`config.mk`:
```
export PLATFORM = sky130hd
export DESIGN_NAME = i2c_cmd_sequencer
export DESIGN_NICKNAME = d
export VERILOG_FILES = /design/src/rtl/i2c_pkg.sv /design/src/rtl/sync_fifo.sv /design/src/rtl/i2c_cmd_sequencer.sv
export SDC_FILE = /design/constraint.sdc
export NUM_CORES = 1
export LEC_CHECK = 0
export CAP_MARGIN = 20
export CORE_ASPECT_RATIO = 2
export CORE_MARGIN = 1
export CORE_UTILIZATION = 45
export CTS_CLUSTER_SIZE = 14
export DETAILED_ROUTE_END_ITERATION = 8
export PLACE_DENSITY = 0.73
export SLEW_MARGIN = 20
export SYNTH_ARGS = -nofsm -noshare
export SYNTH_HDL_FRONTEND = slang
export SYNTH_SLANG_ARGS = --single-unit
```
`constraint.sdc`:
```
create_clock -name clk_i -period 3.5 [get_ports clk_i]
set_input_delay 0.35 -clock clk_i [delete_from_list [all_inputs] [get_ports clk_i]]
set_output_delay 0.35 -clock clk_i [all_outputs]
set_load 0.02 [all_outputs]
```
`src/rtl/i2c_pkg.sv`:
```
// Shared types for the I2C command sequencer: FSM states and the queued command word.
package i2c_pkg;

  localparam int DEV_ADDR_W = 7;
  localparam int REG_ADDR_W = 8;
  localparam int DATA_W     = 8;

  typedef enum logic [2:0] {
    IDLE,
    ISSUE,
    WAIT_BUSY,
    WAIT_DONE,
    RESP
  } seq_state_t;

  typedef struct packed {
    logic                  read;
    logic [DEV_ADDR_W-1:0] dev_addr;
    logic [REG_ADDR_W-1:0] reg_addr;
    logic [DATA_W-1:0]     wr_data;
  } i2c_cmd_t;

endpackage

```
`src/rtl/sync_fifo.sv`:
```
// Single-clock FIFO with registered occupancy count; DEPTH must be a power of two.
module sync_fifo #(
  parameter int WIDTH = 8,
  parameter int DEPTH = 4
) (
  input  logic                     clk_i,
  input  logic                     rst_i,
  input  logic                     push_i,
  input  logic [WIDTH-1:0]         wr_data_i,
  input  logic                     pop_i,
  output logic [WIDTH-1:0]         rd_data_o,
  output logic                     full_o,
  output logic                     empty_o,
  output logic [$clog2(DEPTH):0]   count_o
);

  localparam int AW = $clog2(DEPTH);
  localparam int CW = AW + 1;

  logic [WIDTH-1:0] mem [DEPTH];
  logic [AW-1:0]    wr_ptr;
  logic [AW-1:0]    rd_ptr;
  logic             do_push;
  logic             do_pop;

  assign full_o    = (count_o == CW'(DEPTH));
  assign empty_o   = (count_o == '0);
  assign do_push   = push_i && !full_o;
  assign do_pop    = pop_i && !empty_o;
  assign rd_data_o = mem[rd_ptr];

  always_ff @(posedge clk_i) begin
    if (do_push) begin
      mem[wr_ptr] <= wr_data_i;
    end
  end

  // Pointers wrap naturally because DEPTH is a power of two.
  always_ff @(posedge clk_i) begin
    if (rst_i) begin
      wr_ptr  <= '0;
      rd_ptr  <= '0;
      count_o <= '0;
    end else begin
      if (do_push) wr_ptr <= wr_ptr + AW'(1);
      if (do_pop)  rd_ptr <= rd_ptr + AW'(1);
      case ({do_push, do_pop})
        2'b10:   count_o <= count_o + CW'(1);
        2'b01:   count_o <= count_o - CW'(1);
        default: count_o <= count_o;
      endcase
    end
  end

endmodule

```
`src/rtl/i2c_cmd_sequencer.sv`:
```
// Queues I2C register commands and plays them one at a time into basic_i2c_master,
// returning one response (read data / timeout flag) per command in order.
module i2c_cmd_sequencer
  import i2c_pkg::*;
#(
  parameter int DEV_ADDR_WIDTH     = DEV_ADDR_W,
  parameter int DEV_REG_ADDR_WIDTH = REG_ADDR_W,
  parameter int DATA_WIDTH         = DATA_W,
  parameter int FIFO_DEPTH         = 4,
  parameter int START_TIMEOUT      = 16,
  parameter int XFER_TIMEOUT       = 4096
) (
  input  logic                          clk_i,
  input  logic                          rst_i,
  input  logic                          cmd_valid_i,
  output logic                          cmd_ready_o,
  input  logic                          cmd_read_i,
  input  logic [DEV_ADDR_WIDTH-1:0]     cmd_dev_addr_i,
  input  logic [DEV_REG_ADDR_WIDTH-1:0] cmd_reg_addr_i,
  input  logic [DATA_WIDTH-1:0]         cmd_wr_data_i,
  output logic                          rsp_valid_o,
  input  logic                          rsp_ready_i,
  output logic [DATA_WIDTH-1:0]         rsp_data_o,
  output logic                          rsp_err_o,
  output logic                          m_start_trans_o,
  output logic                          m_read_o,
  output logic [DEV_ADDR_WIDTH-1:0]     m_dev_addr_o,
  output logic [DEV_REG_ADDR_WIDTH-1:0] m_dev_reg_addr_o,
  output logic [DATA_WIDTH-1:0]         m_wr_data_o,
  input  logic [DATA_WIDTH-1:0]         m_read_data_i,
  input  logic                          m_busy_i,
  output logic                          idle_o
);

  localparam int CMD_W  = 1 + DEV_ADDR_WIDTH + DEV_REG_ADDR_WIDTH + DATA_WIDTH;
  localparam int MAX_TO = (START_TIMEOUT > XFER_TIMEOUT) ? START_TIMEOUT : XFER_TIMEOUT;
  localparam int TW     = $clog2(MAX_TO);
  localparam int CW     = $clog2(FIFO_DEPTH) + 1;

  localparam logic [TW-1:0] START_LAST = TW'(START_TIMEOUT - 1);
  localparam logic [TW-1:0] XFER_LAST  = TW'(XFER_TIMEOUT - 1);
  localparam logic [TW-1:0] TMR_SAT    = '1;

  seq_state_t       state;
  logic [TW-1:0]    timer;
  logic [CMD_W-1:0] fifo_wr_data;
  logic [CMD_W-1:0] fifo_head;
  logic             fifo_full;
  logic             fifo_empty;
  logic [CW-1:0]    fifo_count;
  logic             fifo_push;
  logic             fifo_pop;

  assign fifo_wr_data = {cmd_read_i, cmd_dev_addr_i, cmd_reg_addr_i, cmd_wr_data_i};
  assign fifo_push    = cmd_valid_i && cmd_ready_o;
  // A master still busy from an aborted transfer holds the next command in the FIFO.
  assign fifo_pop     = (state == IDLE) && !fifo_empty && !m_busy_i;

  sync_fifo #(
    .WIDTH (CMD_W),
    .DEPTH (FIFO_DEPTH)
  ) u_cmd_fifo (
    .clk_i     (clk_i),
    .rst_i     (rst_i),
    .push_i    (fifo_push),
    .wr_data_i (fifo_wr_data),
    .pop_i     (fifo_pop),
    .rd_data_o (fifo_head),
    .full_o    (fifo_full),
    .empty_o   (fifo_empty),
    .count_o   (fifo_count)
  );

  assign cmd_ready_o     = !fifo_full;
  assign m_start_trans_o = (state == ISSUE);
  assign rsp_valid_o     = (state == RESP);
  assign idle_o          = (fifo_count == '0) && (state == IDLE);

  always_ff @(posedge clk_i) begin
    if (rst_i) begin
      state            <= IDLE;
      timer            <= '0;
      m_read_o         <= 1'b0;
      m_dev_addr_o     <= '0;
      m_dev_reg_addr_o <= '0;
      m_wr_data_o      <= '0;
      rsp_data_o       <= '0;
      rsp_err_o        <= 1'b0;
    end else begin
      case (state)
        IDLE: begin
          if (fifo_pop) begin
            m_read_o         <= fifo_head[CMD_W-1];
            m_dev_addr_o     <= fifo_head[CMD_W-2 -: DEV_ADDR_WIDTH];
            m_dev_reg_addr_o <= fifo_head[DATA_WIDTH +: DEV_REG_ADDR_WIDTH];
            m_wr_data_o      <= fifo_head[DATA_WIDTH-1:0];
            state            <= ISSUE;
          end
        end
        ISSUE: begin
          timer <= '0;
          state <= WAIT_BUSY;
        end
        WAIT_BUSY: begin
          if (m_busy_i) begin
            timer <= '0;
            state <= WAIT_DONE;
          end else if (timer == START_LAST) begin
            rsp_data_o <= '0;
            rsp_err_o  <= 1'b1;
            state      <= RESP;
          end else if (timer != TMR_SAT) begin
            timer <= timer + TW'(1);
          end
        end
        WAIT_DONE: begin
          if (!m_busy_i) begin
            rsp_data_o <= m_read_o ? m_read_data_i : '0;
            rsp_err_o  <= 1'b0;
            state      <= RESP;
          end else if (timer == XFER_LAST) begin
            rsp_data_o <= '0;
            rsp_err_o  <= 1'b1;
            state      <= RESP;
          end else if (timer != TMR_SAT) begin
            timer <= timer + TW'(1);
          end
        end
        RESP: begin
          if (rsp_ready_i) begin
            rsp_data_o <= '0;
            rsp_err_o  <= 1'b0;
            state      <= IDLE;
          end
        end
        default: state <= IDLE;
      endcase
    end
  end

endmodule

```
==> impl_results.md, run 1 <==
* HP Start: m_dev_addr_o[6]
* Chip Height at 165 um
* Period utilization at 77.4%
* Status: completed
* Vias in the first global route at 3839
* Via density at 5.60
* Avg Cell Area, Syn at 14.3 um2
* Routed Antenna Nets at 0
* Total number of vias at 3718
* Register area at 3990 um2
* Slew HR at 34.3%
* Hold path depth at 2
* Sequential cell area fraction in the yosys report at 66.3%
* Filler Cell Count at 1044
* Main flop type after synthesis: edfxtp_1
* Final hold vios at 0
* Area contributors post-synth: edfxtp_1 48%, dfxtp_1 18%, mux4_2 9.0%
* Count leader, synth: edfxtp_1
* Critical path class: reg2reg
* Initial core utilization at 46.2%
* Endpoint, Worst Hold: m_dev_addr_o[6]
* Final worst setup slack at 0.793 ns
* Initial antenna violation count at 0
* Port bufs at 73
* Initial DRC count at 158
* Clock sinks at 151
* Die W at 83.7 um
* R2R Setup Slk at 0.79 ns
* EDFF count, synth at 96
* WHS at 0.461 ns
* Post-Syn Instances at 420
* Final nets at 543
* RSZ-0062 raised after global routing: no
* DIE AREA at 13800 um2
* Net count after synthesis at 464
* Hold crit path type: reg2reg
* # resized after CTS at 0
* Area delta synth->final at 24.2%
* Fmax at 369 MHz
* Period minus WS final at 2.71 ns
* Site row count at 59
* Drt total wl at 12000 um
* CTS max path bufs at 2
* Average wire per cell in the routed design at 18.1 um
* Setup violators final at 0
* Post-CTS Setup Inserts at 0
* Critical Path AT at 3.04 ns
* Synth Cell Area at 6010 um2
* GR Overflow Total at 0
* Dominant cell type by area after synthesis: edfxtp_1
* Pre-CTS setup slack at 0.770 ns
* Top cells by count, synth: 96 x edfxtp_1, 62 x nand2_1, 55 x dfxtp_1
* Fin Setup TNS at 0 ns
* Gp weighted congestion at 0.836
* Worst Setup Start Kind: flip-flop
* Clock latency on the worst-skew pair at 0.42 ns
* Reg2reg end: u_cmd_fifo.count_o[2]
* Worst Tran Pin Value at 0.986 ns
* CTS Hold Bufs at 0
* Final core utilization at 57.4%
* Ys async rst share at 0%
* Final Skew at 0.0132 ns
* CTS clock-pin slew for the worst setup and hold paths at 0.07 ns
* Worst r2r src: state[1]
* Largest net degree at the start of global routing at 47
* # H-tree levels at 4
* Yosys cell types at 61
* Pleak at 2.47 nW
* Synth warn at 0
* I/O pin count at 74
* Root Buffer: clkbuf_16
* Crit-path max FO at 12
* TritonCTS clock tree: done
* Area of the multi-input gates at 1870 um2
* Detailed placement HPWL at 7750 um
* Max Slew Vio Count at 0
* Worst Reg2Reg Path Length in Cells at 9
* Required @ worst endpoint at 3.83 ns
* Yosys top cell area share at 48.0%
* Peak VDD IR at 0.443 mV
* Share of cells above drive strength 1 at 16.4%
* CP endpoint kind: flip-flop
* ANT cells at 0
* Core Region at 13000 um2
* Synth Register Bits at 151
* First-pass GRT wire length at 19500 um
* TritonCTS Buffers at 17
* Router iterations before antenna repair at 4
* Total global routing track utilization at 18.7%
* DRC viols at 0
* Max cap viols at 0
* Cell area power density at 716 nW/um2
-- kinds of logic after synthesis --
| group | after synthesis | synth area share (%) |
|---|---|---|
| DFF | 151 | 66.3 |
| AOI/OAI and AO/OA | 75 | 9.73 |
| buffers and inverters | 34 | 2.58 |
| adders and majority gates | 7 | 1.58 |
| xor gates and xnor gates | 6 | 0.875 |
| and+or+nand+nor | 122 | 9.73 |
| muxes | 25 | 9.17 |
-- cell type report --
class | instances | share of cell area (%)
flip-flops and latches | 151 | 53.4
multi-input cells | 235 | 25.0
repair buffers | 81 | 10.5
clock buffers | 18 | 5.75
well taps | 152 | 2.55
clock inverters | 14 | 2.05
inverters | 13 | 0.654
-- report_power, final --
part           leakage [nW]  switching, mW  internal (mW)
registers              1.33          0.192           2.12
clock network         0.278          0.777           1.01
logic                 0.866          0.642          0.591
-- sequential cells by signal (all words and copies together) (netlist names) --
register	count
u_cmd_fifo.mem	96
timer	12
m_dev_reg_addr_o	8
m_wr_data_o	8
rsp_data_o	8
m_dev_addr_o	7
state	3
u_cmd_fifo.count_o	3
u_cmd_fifo.rd_ptr	2
u_cmd_fifo.wr_ptr	2
m_read_o	1
rsp_err_o	1
-- layout by cell type, fill, tap and decap left out, types with 4 or more instances in the layout --
cell type and instances:
edfxtp_1 96, a22o_1 8, nand2_1 62, buf_4 8
xor2_1 4, clkdlybuf4s50_1 72, a21oi_1 33, inv_6 4
o211ai_1 4, nor3_1 4, dfxtp_1 54, mux4_2 24
ha_1 6, clkbuf_16 17, inv_1 12, nor2_1 15
nor2b_1 5, and3_1 5, or4_1 4, or3_1 4
nand3_1 10, inv_8 5
-- per-layer routing --
layer / part of all wire, % / vias to the layer above / routed length [um] / GRT usage (%)
li1: - / 1742 / - / -
met1: 39 / 1883 / 4720 / 20.2
met2: 56 / 73 / 6770 / 35.0
met3: 2.4 / 20 / 286 / 3.13
met4: 2.2 / 0 / 262 / 8.86
met5: 0 / - / 0 / 0
-- worst max-delay path: stages (launching register included) --
cell,delay [ns]
dfxtp_1,0.41
or3_1,0.43
or3_1,0.40
inv_2,0.08
ha_1,0.18
inv_1,0.06
fa_1,0.38
xor2_1,0.17
or3_1,0.34
a21oi_1,0.16
-- metrics by stage --
step | cell area, um2 | instances | total power, mW
global placement | 6880 | 632 | 3.56
detailed placement | 6880 | 632 | 3.60
CTS | 7460 | 664 | 5.41
finish | 7460 | 664 | 5.34
global route | 7460 | 664 | 5.59
floorplan | 6010 | 420 | 3.17
-- worst max path at each step --
stage          startpoint                    end  slack [ns]  cells after the start
2_1_floorplan    state[0]  u_cmd_fifo.count_o[2]        0.76                     11
6_report         state[1]  u_cmd_fifo.count_o[2]        0.79                      9
3_5_place_dp     m_busy_i  u_cmd_fifo.count_o[2]        0.77                      9
3_3_place_gp     m_busy_i  u_cmd_fifo.count_o[2]        0.88                      9
4_1_cts          state[1]  u_cmd_fifo.count_o[2]        0.80                      9
5_1_grt          state[1]  u_cmd_fifo.count_o[2]        0.69                      9
No activity file was read; power rests on OpenSTA's default activity.
==> run 2, diff against run 1 <==
--- a/config.mk
+++ b/config.mk
@@ -11,7 +11,7 @@
 export CORE_UTILIZATION = 45
 export CTS_CLUSTER_SIZE = 14
 export DETAILED_ROUTE_END_ITERATION = 8
-export PLACE_DENSITY = 0.73
+export PLACE_DENSITY = 0.75
 export SLEW_MARGIN = 20
 export SYNTH_ARGS = -nofsm -noshare
 export SYNTH_HDL_FRONTEND = slang
==> constraint.sdc (replaced) <==
create_clock -name clk_i -period 2.3 [get_ports clk_i]
set_input_delay 0.23 -clock clk_i [delete_from_list [all_inputs] [get_ports clk_i]]
set_output_delay 0.23 -clock clk_i [all_outputs]
set_load 0.02 [all_outputs]
==> run 2 against run 1 <==
  * The run now ends with setup timing left
  * Non-clock buffer count up 14
  * Worst setup slack worse by 0.82 ns
  * Wire length up 3.2%
  * Sequential power up 46%
  * Core utilization up 1.3 points
  * Combinational power up 76%
  * Die area unchanged
  * Total power up 55%
  * Sequential share of layout area down 1.1 points
  * Critical path type unchanged
  * Critical endpoint unchanged
==> impl_results.md, run 2 (synthesis gave the netlist of run 1 again) <==
* Peak VDD IR at 0.835 mV (was 0.443 mV)
* Max Slew Vio Count at 0 (unchanged)
* Fmax at 430 MHz (was 369 MHz)
* Pre-CTS setup slack at -0.0850 ns (was 0.770 ns)
* TritonCTS Buffers at 17 (unchanged)
* Site row count at 59 (unchanged)
* CTS clock-pin slew for the worst setup and hold paths at 0.07 ns (about the same)
* Cell area power density at 1080 nW/um2 (was 716 nW/um2)
* # H-tree levels at 4 (unchanged)
* Clock sinks at 151 (unchanged)
* Initial core utilization at 46.2% (unchanged)
* Final nets at 557 (was 543)
* Gp weighted congestion at 0.853 (was 0.836)
* Required @ worst endpoint at 2.65 ns (was 3.83 ns)
* ANT cells at 0 (unchanged)
* Root Buffer: clkbuf_16 (unchanged)
* Share of cells above drive strength 1 at 20.2% (was 16.4%)
* Commonest non-fill, non-tap cell in the layout: edfxtp_1 (unchanged)
* Core Region at 13000 um2 (unchanged)
* Initial DRC count at 160 (was 158)
* RSZ-0062 raised after global routing: yes (was no)
* DRC viols at 0 (unchanged)
* Final core utilization at 58.7% (was 57.4%)
* Period minus WS final at 2.33 ns (was 2.71 ns)
* Hold crit path type: in2reg (was reg2reg)
* Pleak at 2.56 nW (was 2.47 nW)
* Crit-path max FO at 2 (was 12)
* Drt total wl at 12400 um (was 12000 um)
* DIE AREA at 13800 um2 (unchanged)
* Detailed placement HPWL at 8090 um (was 7750 um)
* Most frequent cells in the layout: 96 x edfxtp_1, 71 x clkdlybuf4s50_1, 62 x nand2_1 (was 96 x edfxtp_1, 72 x clkdlybuf4s50_1, 62 x nand2_1)
* R2R Setup Slk at -0.03 ns (was 0.79 ns)
* Max cap viols at 0 (unchanged)
* First-pass GRT wire length at 19900 um (was 19500 um)
* Initial antenna violation count at 0 (unchanged)
* Via density at 5.69 (was 5.60)
* GR Overflow Total at 0 (unchanged)
* CTS max path bufs at 2 (unchanged)
* WHS at 0.260 ns (was 0.461 ns)
* Final Skew at 0.0114 ns (was 0.0132 ns)
* Router iterations before antenna repair at 4 (unchanged)
* Period utilization at 101% (was 77.4%)
* Final hold vios at 0 (unchanged)
* Status: finished with violations (was completed)
* CTS Hold Bufs at 0 (unchanged)
* Worst Setup Start Kind: flip-flop (unchanged)
* Die W at 83.7 um (unchanged)
* Clock latency on the worst-skew pair at 0.42 ns (about the same)
* Vias in the first global route at 4027 (was 3839)
* TritonCTS clock tree: done (unchanged)
* Largest net degree at the start of global routing at 28 (was 47)
* Fin Setup TNS at -0.0256 ns (was 0 ns)
* Total global routing track utilization at 19.1% (was 18.7%)
* Slew HR at 63.5% (was 34.3%)
* Worst Tran Pin Value at 0.547 ns (was 0.986 ns)
* Reg with most FFs: u_cmd_fifo.mem (unchanged)
* Routed Antenna Nets at 0 (unchanged)
* Chip Height at 165 um (unchanged)
* Area delta synth->final at 27.0% (was 24.2%)
* Failing checks: setup timing
* Setup violators final at 1 (was 0)
* CP endpoint kind: flip-flop (unchanged)
* Top flop regs: u_cmd_fifo.mem: 96 flops, timer: 12 flops (unchanged)
* Total number of vias at 3858 (was 3718)
* Final worst setup slack at -0.0256 ns (was 0.793 ns)
* Max reg flops at 96 (unchanged)
* Critical path class: reg2reg (unchanged)
* Average wire per cell in the routed design at 18.3 um (was 18.1 um)
* Critical Path AT at 2.67 ns (was 3.04 ns)
* Port bufs at 73 (unchanged)
* I/O pin count at 74 (unchanged)
==> run 2: report_power, final <==
| part | internal, mW | leakage, nW | switching [mW] | total (mW) |
|---|---|---|---|---|
| logic | 1.01 | 0.951 | 1.16 | 2.16 |
| registers | 3.23 | 1.33 | 0.147 | 3.38 |
| clock network | 1.54 | 0.275 | 1.18 | 2.72 |
| total | 5.78 | 2.56 | 2.49 | 8.27 |
==> run 2: layer usage <==
layer  share of wire, %  GRT usage (%)  up-vias
li1                   -              -     1782
met1                 38           20.3     1946
met2                 56           34.7      101
met3                3.8           4.52       29
met4                2.7           10.0        0
met5                  0              0        -
==> run 2: per-stage QoR <==
step                      total power, mW  std cells  instance area, um2
after floorplan                      4.88        420                6040
after global placement               5.54        646                7020
after detailed placement             5.61        646                7020
after CTS                            8.36        678                7620
after global routing                 8.67        678                7630
final                                8.27        678                7630
==> run 2: path summary, 6_finish.rpt <==
check | start | to | depth (start not counted)
setup / recovery | state[1] | u_cmd_fifo.count_o[2] | 9
hold / removal | rst_i | u_cmd_fifo.count_o[1] | 2
setup reg to reg | state[1] | u_cmd_fifo.count_o[2] | 9
hold reg to reg | m_dev_addr_o[6] | m_dev_addr_o[6] | 2
==> run 2: critical path: stages, from the launching register on <==
cell      delay [ns]
dfxtp_2         0.32
or3_4           0.38
or3_4           0.40
clkinv_4        0.06
ha_4            0.12
inv_2           0.03
fa_2            0.32
xor2_1          0.15
or3_1           0.32
a21oi_2         0.14
==> run 2: cell type report <==
cell class	count	area [um2]
fillers	1028	5370
flip-flops and latches	151	3990
multi-input cells	235	1900
repair buffers	95	906
clock buffers	18	429
well taps	152	190
clock inverters	14	161
inverters	13	53.8
==> run 2: repair_timing <==
action | 4_1_cts | 5_1_grt
setup buffers | 0 | 0
setup endpoints to repair | 1 | 2
resized for setup | 2 | 3
pin swaps | 1 | 0
==> run 3, diff against run 2 <==
--- a/config.mk
+++ b/config.mk
@@ -7,9 +7,8 @@
 export LEC_CHECK = 0
 export CAP_MARGIN = 20
 export CORE_ASPECT_RATIO = 2
-export CORE_MARGIN = 1
 export CORE_UTILIZATION = 45
-export CTS_CLUSTER_SIZE = 14
+export CTS_CLUSTER_SIZE = 8
 export DETAILED_ROUTE_END_ITERATION = 8
 export PLACE_DENSITY = 0.75
 export SLEW_MARGIN = 20
==> results of run 3 <==
Final layout, timing and power as in run 2 (identical DEF).
